## src/rtl/snake_move_sched_pkg.sv

```systemverilog
// Direction encoding, scheduler states and helpers shared by the snake core and
// its move scheduler.
package snake_pkg;

   typedef logic [1:0] dir_t;

   localparam dir_t DirLeft  = 2'b00;
   localparam dir_t DirRight = 2'b01;
   localparam dir_t DirUp    = 2'b10;
   localparam dir_t DirDown  = 2'b11;

   typedef enum logic [2:0] {
      StIdle,
      StWaitTick,
      StIssue,
      StWaitAck,
      StFault
   } sched_state_e;

   // Opposites share the axis bit and differ in the sense bit.
   function automatic dir_t opposite(input dir_t d);
      return {d[1], ~d[0]};
   endfunction

endpackage

```

## src/rtl/snake_move_sched_if.sv

```systemverilog
// Step request/acknowledge channel between the move scheduler and snake_core.
interface snake_move_sched_if;
   import snake_pkg::*;

   logic Step;
   dir_t Dir;
   logic Busy;
   logic Step_Ack;

   modport master (output Step, output Dir, output Busy, input Step_Ack);
   modport slave  (input Step, input Dir, input Busy, output Step_Ack);

endinterface

```

## src/rtl/snake_btn_sync.sv

```systemverilog
// Two-flop synchronizer plus rising-edge detector for one raw button.
module snake_btn_sync (
   input  logic Clk,
   input  logic Reset,
   input  logic btn,
   output logic rise
);

   logic s1_q, s2_q, prev_q;

   always_ff @(posedge Clk or posedge Reset) begin
      if (Reset) begin
         s1_q   <= 1'b0;
         s2_q   <= 1'b0;
         prev_q <= 1'b0;
      end else begin
         s1_q   <= btn;
         s2_q   <= s1_q;
         prev_q <= s2_q;
      end
   end

   assign rise = s2_q & ~prev_q;

endmodule

```

## src/rtl/snake_move_sched.sv

```systemverilog
// Move scheduler: paces moves with a length-dependent tick, arbitrates buttons
// into a two-entry turn queue and issues Step requests to the core.
module snake_move_sched
   import snake_pkg::*;
#(
   parameter int unsigned CNT_W       = 26,
   parameter int unsigned BASE_PERIOD = 25000000,
   parameter int unsigned SPEEDUP     = 1000000,
   parameter int unsigned MIN_PERIOD  = 5000000,
   parameter int unsigned ACK_TIMEOUT = 255
) (
   input  logic               Clk,
   input  logic               Reset,
   input  logic               Left,
   input  logic               Right,
   input  logic               Up,
   input  logic               Down,
   input  logic               Enable,
   input  logic               Restart,
   input  logic [3:0]         Length,
   snake_move_sched_if.master core,
   output logic               Fault,
   output logic [1:0]         Q_Count
);

   localparam int unsigned PW = CNT_W + 4;

   // rise index equals the direction encoding
   logic [3:0] rise;

   snake_btn_sync u_sync_left  (.Clk(Clk), .Reset(Reset), .btn(Left),  .rise(rise[0]));
   snake_btn_sync u_sync_right (.Clk(Clk), .Reset(Reset), .btn(Right), .rise(rise[1]));
   snake_btn_sync u_sync_up    (.Clk(Clk), .Reset(Reset), .btn(Up),    .rise(rise[2]));
   snake_btn_sync u_sync_down  (.Clk(Clk), .Reset(Reset), .btn(Down),  .rise(rise[3]));

   sched_state_e     state_q, state_d;
   logic [CNT_W-1:0] cnt_q, cnt_d, period_q, period_d;
   logic             step_q, step_d, busy_q, busy_d, fault_q, fault_d;
   dir_t             dir_q, dir_d;
   dir_t [1:0]       q_q, q_d;
   logic [1:0]       count_q, count_d, count_pop;
   logic             pop, cand_vld, accept;
   dir_t             cand, head_pop, dir_pop, ref_dir;
   logic [PW-1:0]    prod, diff, tick_period;

   always_comb begin
      cand_vld = ~Restart;
      cand     = DirLeft;
      if      (rise[0]) cand = DirLeft;
      else if (rise[1]) cand = DirRight;
      else if (rise[2]) cand = DirUp;
      else if (rise[3]) cand = DirDown;
      else              cand_vld = 1'b0;
   end

   always_comb begin
      prod        = PW'(Length) * PW'(SPEEDUP);
      diff        = PW'(BASE_PERIOD) - prod;
      tick_period = (prod > PW'(BASE_PERIOD) || diff < PW'(MIN_PERIOD)) ? PW'(MIN_PERIOD) : diff;
   end

   // The pop is taken on the edge into ISSUE so Dir and Step rise together.
   always_comb begin
      state_d  = state_q;
      cnt_d    = cnt_q;
      period_d = period_q;
      step_d   = 1'b0;
      busy_d   = busy_q;
      fault_d  = fault_q;
      pop      = 1'b0;
      case (state_q)
         StIdle: begin
            cnt_d = '0;
            if (Enable) begin
               state_d  = StWaitTick;
               period_d = CNT_W'(tick_period);
            end
         end
         StWaitTick: begin
            cnt_d = cnt_q + CNT_W'(1);
            if (!Enable) begin
               state_d = StIdle;
               cnt_d   = '0;
            end else if (cnt_q == period_q - CNT_W'(1)) begin
               state_d = StIssue;
               cnt_d   = '0;
               step_d  = 1'b1;
               busy_d  = 1'b1;
               pop     = (count_q != 2'd0);
            end
         end
         StIssue: begin
            state_d = StWaitAck;
            cnt_d   = cnt_q + CNT_W'(1);
         end
         StWaitAck: begin
            cnt_d = cnt_q + CNT_W'(1);
            if (core.Step_Ack) begin
               busy_d = 1'b0;
               cnt_d  = '0;
               if (Enable) begin
                  state_d  = StWaitTick;
                  period_d = CNT_W'(tick_period);
               end else begin
                  state_d = StIdle;
               end
            end else if (cnt_q == CNT_W'(ACK_TIMEOUT - 1)) begin
               state_d = StFault;
               fault_d = 1'b1;
            end
         end
         StFault: state_d = StFault;
         default: state_d = StIdle;
      endcase
      if (Restart) begin
         state_d = StIdle;
         cnt_d   = '0;
         step_d  = 1'b0;
         busy_d  = 1'b0;
         fault_d = 1'b0;
         pop     = 1'b0;
      end
   end

   // Pop first, then judge the candidate against the post-pop tail or Dir.
   always_comb begin
      count_pop = count_q - {1'b0, pop};
      head_pop  = pop ? q_q[1] : q_q[0];
      dir_pop   = pop ? q_q[0] : dir_q;
      ref_dir   = (count_pop == 2'd2) ? q_q[1] : (count_pop == 2'd1) ? head_pop : dir_pop;
      accept    = cand_vld && (count_pop != 2'd2) && (cand != ref_dir) &&
                  (cand != opposite(ref_dir));
      q_d[0]    = head_pop;
      q_d[1]    = q_q[1];
      count_d   = count_pop;
      dir_d     = dir_pop;
      if (accept) begin
         if (count_pop == 2'd0) q_d[0] = cand;
         else                   q_d[1] = cand;
         count_d = count_pop + 2'd1;
      end
      if (Restart) begin
         count_d = 2'd0;
         dir_d   = DirRight;
      end
   end

   always_ff @(posedge Clk or posedge Reset) begin
      if (Reset) begin
         state_q  <= StIdle;
         cnt_q    <= '0;
         period_q <= '0;
         step_q   <= 1'b0;
         busy_q   <= 1'b0;
         fault_q  <= 1'b0;
         dir_q    <= DirRight;
         q_q      <= '0;
         count_q  <= 2'd0;
      end else begin
         state_q  <= state_d;
         cnt_q    <= cnt_d;
         period_q <= period_d;
         step_q   <= step_d;
         busy_q   <= busy_d;
         fault_q  <= fault_d;
         dir_q    <= dir_d;
         q_q      <= q_d;
         count_q  <= count_d;
      end
   end

   assign core.Step = step_q;
   assign core.Dir  = dir_q;
   assign core.Busy = busy_q;
   assign Fault     = fault_q;
   assign Q_Count   = count_q;

endmodule

```

## src/flat_wrapper.sv

```systemverilog
// flat-port wrapper written by rule: the top's interface ports become plain ports
module snake_move_sched_flat import snake_pkg::*;
#(
   parameter int unsigned CNT_W       = 26,
   parameter int unsigned BASE_PERIOD = 25000000,
   parameter int unsigned SPEEDUP     = 1000000,
   parameter int unsigned MIN_PERIOD  = 5000000,
   parameter int unsigned ACK_TIMEOUT = 255
)
  (Clk, Reset, Left, Right, Up, Down, Enable, Restart, Length, Fault, Q_Count, core_Step, core_Dir, core_Busy, core_Step_Ack);
  snake_move_sched_if core_i ();
  input  logic Clk;
  input  logic Reset;
  input  logic Left;
  input  logic Right;
  input  logic Up;
  input  logic Down;
  input  logic Enable;
  input  logic Restart;
  input  logic [3:0] Length;
  output logic Fault;
  output logic [1:0] Q_Count;
  output wire logic [$bits(core_i.Step)-1:0] core_Step;
  output wire logic [$bits(core_i.Dir)-1:0] core_Dir;
  output wire logic [$bits(core_i.Busy)-1:0] core_Busy;
  input wire logic [$bits(core_i.Step_Ack)-1:0] core_Step_Ack;
  assign core_Step = core_i.Step;
  assign core_Dir = core_i.Dir;
  assign core_Busy = core_i.Busy;
  assign core_i.Step_Ack = core_Step_Ack;
  snake_move_sched #(.CNT_W(CNT_W), .BASE_PERIOD(BASE_PERIOD), .SPEEDUP(SPEEDUP), .MIN_PERIOD(MIN_PERIOD), .ACK_TIMEOUT(ACK_TIMEOUT)) u_core (.Clk(Clk), .Reset(Reset), .Left(Left), .Right(Right), .Up(Up), .Down(Down), .Enable(Enable), .Restart(Restart), .Length(Length), .core(core_i), .Fault(Fault), .Q_Count(Q_Count));
endmodule
```

## config.mk

```make
export PLATFORM = sky130hd
export DESIGN_NAME = snake_move_sched_flat
export DESIGN_NICKNAME = d
export VERILOG_FILES = /design/src/rtl/snake_move_sched_pkg.sv /design/src/rtl/snake_move_sched_if.sv /design/src/rtl/snake_btn_sync.sv /design/src/rtl/snake_move_sched.sv /design/src/flat_wrapper.sv
export SDC_FILE = /design/constraint.sdc
export NUM_CORES = 1
export LEC_CHECK = 0
export CAP_MARGIN = 20
export CORE_AREA = 4 4 103 105
export DETAILED_ROUTE_END_ITERATION = 16
export DIE_AREA = 0 0 107 109
export GPL_TIMING_DRIVEN = 1
export PLACE_DENSITY = 0.8
export SYNTH_ARGS = -nofsm -noshare
export SYNTH_HDL_FRONTEND = slang
export SYNTH_SLANG_ARGS = --single-unit
```

## constraint.sdc

```tcl
create_clock -name Clk -period 4.33 [get_ports Clk]
set_input_delay 0.6495 -clock Clk [delete_from_list [all_inputs] [get_ports Clk]]
set_output_delay 0.6495 -clock Clk [all_outputs]
set_load 0.02 [all_outputs]
```

==> results.cfg, run 1 <==
[hold_path]
min_from = u_core.u_sync_left.s1_q
min_to = u_core.u_sync_left.s2_q
whs_path_depth = 0
hp-class = reg2reg

[global_routing]
grt_overflow = 0
grt_pass1_wl_um = 21200
grtUsageTotal_pct = 22.7
grt_max_degree = 51
antenna_found_initial = 0
grt_pass1_vias = 4459

[detailed_routing]
wl_um = 12500
wl_per_cell_um = 15.9
viasPerCell = 5.99
drc = 0
num_vias = 4687
dr.pass1.iters = 5
drtAntennaViolNets = 0
initialDrtViolationCount = 337

[final_layout]
diodes = 0
drive_above_1_share_pct = 12.2
n_fill_cell = 818
multi_input_area_um2 = 3240
synthToLayoutAreaGrowth_pct = 16.3
regArea_um2 = 1780
final_area_um2 = 6040
nets = 686

[clock_tree]
cts_root_buffer = clkbuf_8
ctsHtreeMaxLevel = 3
numCtsBuffers = 9
clock_sinks = 71
cts_buffer_depth = 2
ctsHoldBuffers = 0
clk_pin_slew_ps = 70
cts_setup_buffers = 0
clk_latency_ps = 360
cts_tree = done

[yosys]
synth_xor_area_share_pct = 8.10
synth_top_flop_cell = dfrtp_1
syn_area_um2 = 5190
async_flop_share_pct = 100
synth_nets = 650
yosys_warnings = 0
synth_cells = 608
synth_fa_ha_area_share_pct = 7.71
synthMuxAreaShare_pct = 1.35
synthSimpleGateAreaFrac_pct = 24.2
synth_area_leader_cell = dfrtp_1
synth-edff-count = 0
synth-compound-area-share_pct = 19.6
yosys-top-cells-area = dfrtp_1, ha_1, o21ai_0, xnor2_1, nand2_1
yosysSeqAreaShare_pct = 34.3
syn_avg_cell_area_um2 = 8.54
synth.distinct_cells = 67
synth_top_family_by_area = simple AND/OR/NAND/NOR gates
synth-seq-cells = 71
yosysTopAreaCellShare_pct = 33.8

[worst_setup_path]
cp_max_fo = 7
required_ps = 4560
cp-end-kind = flip-flop
crit_path_max_incr_delay_ps = 560
startpoint_type = input pin
worstReg2RegEnd = u_core.q_q[2]
reg2reg_slack_ps = 240
crit_family = adder cells
slowest_stage = fa_1
crit_buf_inv = 4
reg2regPathDepth = 14
reg2reg_from = u_core.period_q[7]
worst_ep_arrival_time_ps = 4370
crit_chain = clkdlybuf4s50_1 > fa_1 > inv_1 > fa_1 > inv_1 > ha_1 > nor2b_1 > o21ai_0 > nand2b_1 > xnor2_1 > nor2_1 > o21ai_0 > xnor2_1 > a31oi_1 > nor3_1 > buf_4 > a211o_2
crit_type = in2reg

[sta]
layout_setup_ws_ps = 191
post-route-min-period_ps = 4140
setup_viol = 0
slew-limit-headroom_pct = 41.3
finClkSkew_ps = 14.4
setup_tns_ps = 0
final_max_slew_viol_count = 0
period_share_pct = 95.6
holdWs_ps = 351
hold_violations = 0
clock.fmax_mhz = 242
max_slew.worst_pin.slew_ps = 870

[power]
power.leakage_nw = 2.67
powerDensity_nw_per_um2 = 370
p_total_mw = 2.23
worst_ir_drop_vdd_mv = 0.192

[floorplanning]
die_h_um = 109
core_um2 = 9640
rows = 36
io_pins = 20
start_util_pct = 53.8
die_area_um2 = 11700
die_w_um = 107

[placement]
hpwl_um = 9420
dp_slack_ps = -179
port-buffer-count = 19
gp_congestion = 0.873
placed_area_um2 = 5680

[outcome]
outcome = completed

[flow_run]
drv_cap = 0
## registers in the layout, summed over array words and instances (netlist names), 2 cells and up
name             count
u_core.state_q       3
u_core.Q_Count       2
u_core.period_q     19
u_core.cnt_q        26
u_core.core.Dir      2
u_core.q_q           4
## synth_stat cells, types with 10 or more instances
cell,count
o21ai_1,15
ha_1,24
xor2_1,23
nor2_1,49
and3_1,16
nor3_1,15
dfrtp_1,70
xnor2_1,25
o21ai_0,48
inv_1,32
nor4_1,14
a21oi_1,17
nand2b_1,18
nand3_1,15
clkbuf_1,24
nand2_1,55
nor2b_1,10
## layer usage
layer | vias up | track usage (%) | part of all wire [%]
li1 | 2249 | - | -
met3 | 32 | 2.72 | 4.9
met2 | 144 | 39.4 | 50
met5 | - | 0 | 0
met1 | 2262 | 28.7 | 42
met4 | 0 | 9.86 | 2.7
## power breakdown
part	internal [mW]	leakage [nW]	switching, mW
Sequential	0.736	0.911	0.105
Combinational	0.333	1.63	0.396
Clock	0.402	0.127	0.261
Total	1.47	2.67	0.762
## kinds of logic after synthesis
| kind of cell | Yosys count |
|---|---|
| flip-flops | 71 |
| buffers and inverters | 62 |
| adder cells (fa/ha/maj) | 29 |
| AND/OR/NAND/NOR | 235 |
| XOR/XNOR | 48 |
| AO/OA/AOI/OAI | 156 |
| multiplexers | 7 |
## repair_timing
action | in CTS | in global routing
setup endpoints to repair | 1 | 9
resized for setup | 1 | 13
pin swaps | 0 | 4
## worst max-delay path by stage
stage                            start  slack (ps)  depth (start not counted)                  end
global route                 Length[2]         -10                         18   u_core.period_q[6]
finish                       Length[2]         190                         17   u_core.period_q[6]
global placement             Length[1]         -10                         17   u_core.period_q[6]
CTS                 u_core.period_q[6]         100                         14        u_core.q_q[2]
floorplan                    Length[1]         160                         17  u_core.period_q[17]
detailed placement           Length[1]        -180                         17   u_core.period_q[6]
## cell type report
cell class | instances | share of cell area, %
repair buffers | 55 | 7.88
inverters | 32 | 1.99
well taps | 133 | 2.76
flip-flops and latches | 71 | 29.5
multi-input cells | 475 | 53.7
clock inverters | 6 | 1.93
clock buffers | 10 | 2.28
## cell usage in the layout, fill, tap and decap left out, drive strengths merged, types with 5 or more instances in the layout
master	n
dfrtp	70
o21ai	65
nand2	55
nor2	49
buf	36
inv	33
xnor2	25
ha	24
xor2	23
nand2b	18
clkdlybuf4s50	18
a21oi	18
and3	17
nand3	16
nor3	15
nor4	15
nor2b	10
clkbuf	10
nand4	8
a31oi	8
o31ai	8
mux2i	7
a21o	7
a21boi	7
o211ai	6
fa	5
a211o	5
a22oi	5
## metrics by stage
step                      utilization [%]  cells
after floorplan                         -    608
after global placement               59.0    765
after detailed placement             59.0    765
after CTS                            61.7    781
after global routing                 62.6    782
final                                62.6    782
(Power assumes the default switching activity.)
==> run 2, diff against run 1 <==
CORE_AREA = 2 2 101 103   (was 4 4 103 105)
DIE_AREA = 0 0 103 105   (was 0 0 107 109)
SETUP_SLACK_MARGIN = 0.2   (was default)
==> run 2 against run 1 <==
Non-clock buffer count is 5 higher. Design area is 0.99% higher. Largest cell class unchanged. Die area is 7.3% lower. Fmax is 4.9% higher. Global-route usage is 0.60 points higher. Register-to-register slack better by 150 ps. Clock power is 17% lower. Utilization is 0.62 points higher.
==> results.cfg, run 2 (synthesis gave the netlist of run 1 again) <==
[outcome]
outcome = completed

[clock_tree]
cts_buffer_depth = 2
cts_tree = done
clk_latency_ps = 360
clock_sinks = 71
cts_root_buffer = clkbuf_8
ctsHtreeMaxLevel = 3
numCtsBuffers = 9
clk_pin_slew_ps = 80

[floorplanning]
die_h_um = 105
io_pins = 20
rows = 36
start_util_pct = 53.8
core_um2 = 9640
die_w_um = 103
die_area_um2 = 10800

[placement]
gp_congestion = 0.946
hpwl_um = 9200
dp_cells = 767
placed_area_um2 = 5700
dp_slack_ps = -198
port-buffer-count = 19

[sta]
period_share_pct = 91.1
clock.fmax_mhz = 254
final_max_slew_viol_count = 0
hold_violations = 0
post-route-min-period_ps = 3940
holdWs_ps = 359
slew-limit-headroom_pct = 34.6
setup_tns_ps = 0
setup_viol = 0
max_slew.worst_pin.slew_ps = 979
layout_setup_ws_ps = 385
rsz0062_at_grt = no
finClkSkew_ps = 11.3

[global_routing]
grtUsageTotal_pct = 23.3
grt_pass1_vias = 4434
grt_max_degree = 54
grt_overflow = 0
antenna_found_initial = 0
grt_pass1_wl_um = 20300

[final_layout]
top_register = u_core.cnt_q
mostFrequentLayoutCells = dfrtp_1, nand2_1, nor2_1, o21ai_0, buf_4
largest_reg_flops = 26
fin_cells = 787
fin_util_pct = 63.3
drive_above_1_share_pct = 14.8
layout_commonest_cell = dfrtp_1
final_area_um2 = 6100
diodes = 0
nets = 691
reg.largest.list = u_core.cnt_q: 26 flops, u_core.period_q: 19 flops, u_core.q_q: 4 flops
synthToLayoutAreaGrowth_pct = 17.5

[detailed_routing]
drtAntennaViolNets = 0
wl_um = 12500
wl_per_cell_um = 15.9
initialDrtViolationCount = 408
dr.pass1.iters = 9
num_vias = 4675
viasPerCell = 5.94
drc = 0

[flow_run]
drv_cap = 0

[worst_setup_path]
required_ps = 4580
crit_type = reg2reg
cp_max_fo = 6
worst_ep_arrival_time_ps = 4190
cp-end-kind = flip-flop
startpoint_type = flip-flop

[hold_path]
hp-class = reg2reg

[power]
powerDensity_nw_per_um2 = 350
p_total_mw = 2.13
worst_ir_drop_vdd_mv = 0.188
power.leakage_nw = 2.67
run 2: area by class of cell:
class | instances | area, um2
Clock buffer | 11 | 151
Clock inverter | 5 | 56.3
Fill cell | 823 | 3540
Inverter | 32 | 120
Multi-Input combinational cell | 475 | 3310
Sequential cell | 71 | 1780
Tap cell | 133 | 166
Timing Repair Buffer | 60 | 514
run 2: path summary, 6_finish.rpt:
kind | slack (ps) | endpoint | depth (start not counted) | startpoint
max | 390 | u_core.q_q[0] | 17 | u_core.period_q[6]
min | 360 | u_core.u_sync_down.s2_q | 0 | u_core.u_sync_down.s1_q
max reg2reg | 390 | u_core.q_q[0] | 17 | u_core.period_q[6]
min reg2reg | 360 | u_core.u_sync_down.s2_q | 0 | u_core.u_sync_down.s1_q
max in group asynchronous | 2860 | u_core.core.Dir[0] | 4 | Reset
min in group asynchronous | 560 | u_core.q_q[2] | 2 | Reset
run 2: critical path, cell delays in order (launching register included):
cell	delay [ps]
dfrtp_1	390
buf_4	170
or4_4	560
or3_4	350
or3_4	330
a22oi_2	190
nand2_2	100
nor4b_2	280
buf_4	160
ha_4	120
xor2_2	160
inv_1	90
ha_2	190
inv_1	70
o211ai_1	130
a21oi_1	260
o21ai_1	130
mux2i_1	130
run 2: report_power, final:
group	total, mW	switching [mW]	leakage, nW	internal (mW)
Combinational	0.733	0.395	1.66	0.337
Sequential	0.847	0.111	0.911	0.736
Clock	0.552	0.256	0.105	0.296
run 2: repair_timing:
item                       CTS  global route
resized for setup            1            29
hold buffers                 0             0
pin swaps                    0            12
setup endpoints to repair    1            13
setup buffers                0             3
run 2: per-layer routing:
metal | routed length (um) | global-route usage, % | vias to the layer above
met2 | 6340 | 39.5 | 138
met1 | 5320 | 29.8 | 2263
li1 | - | - | 2249
met5 | 0 | 0 | -
met3 | 594 | 4.55 | 25
met4 | 269 | 6.95 | 0
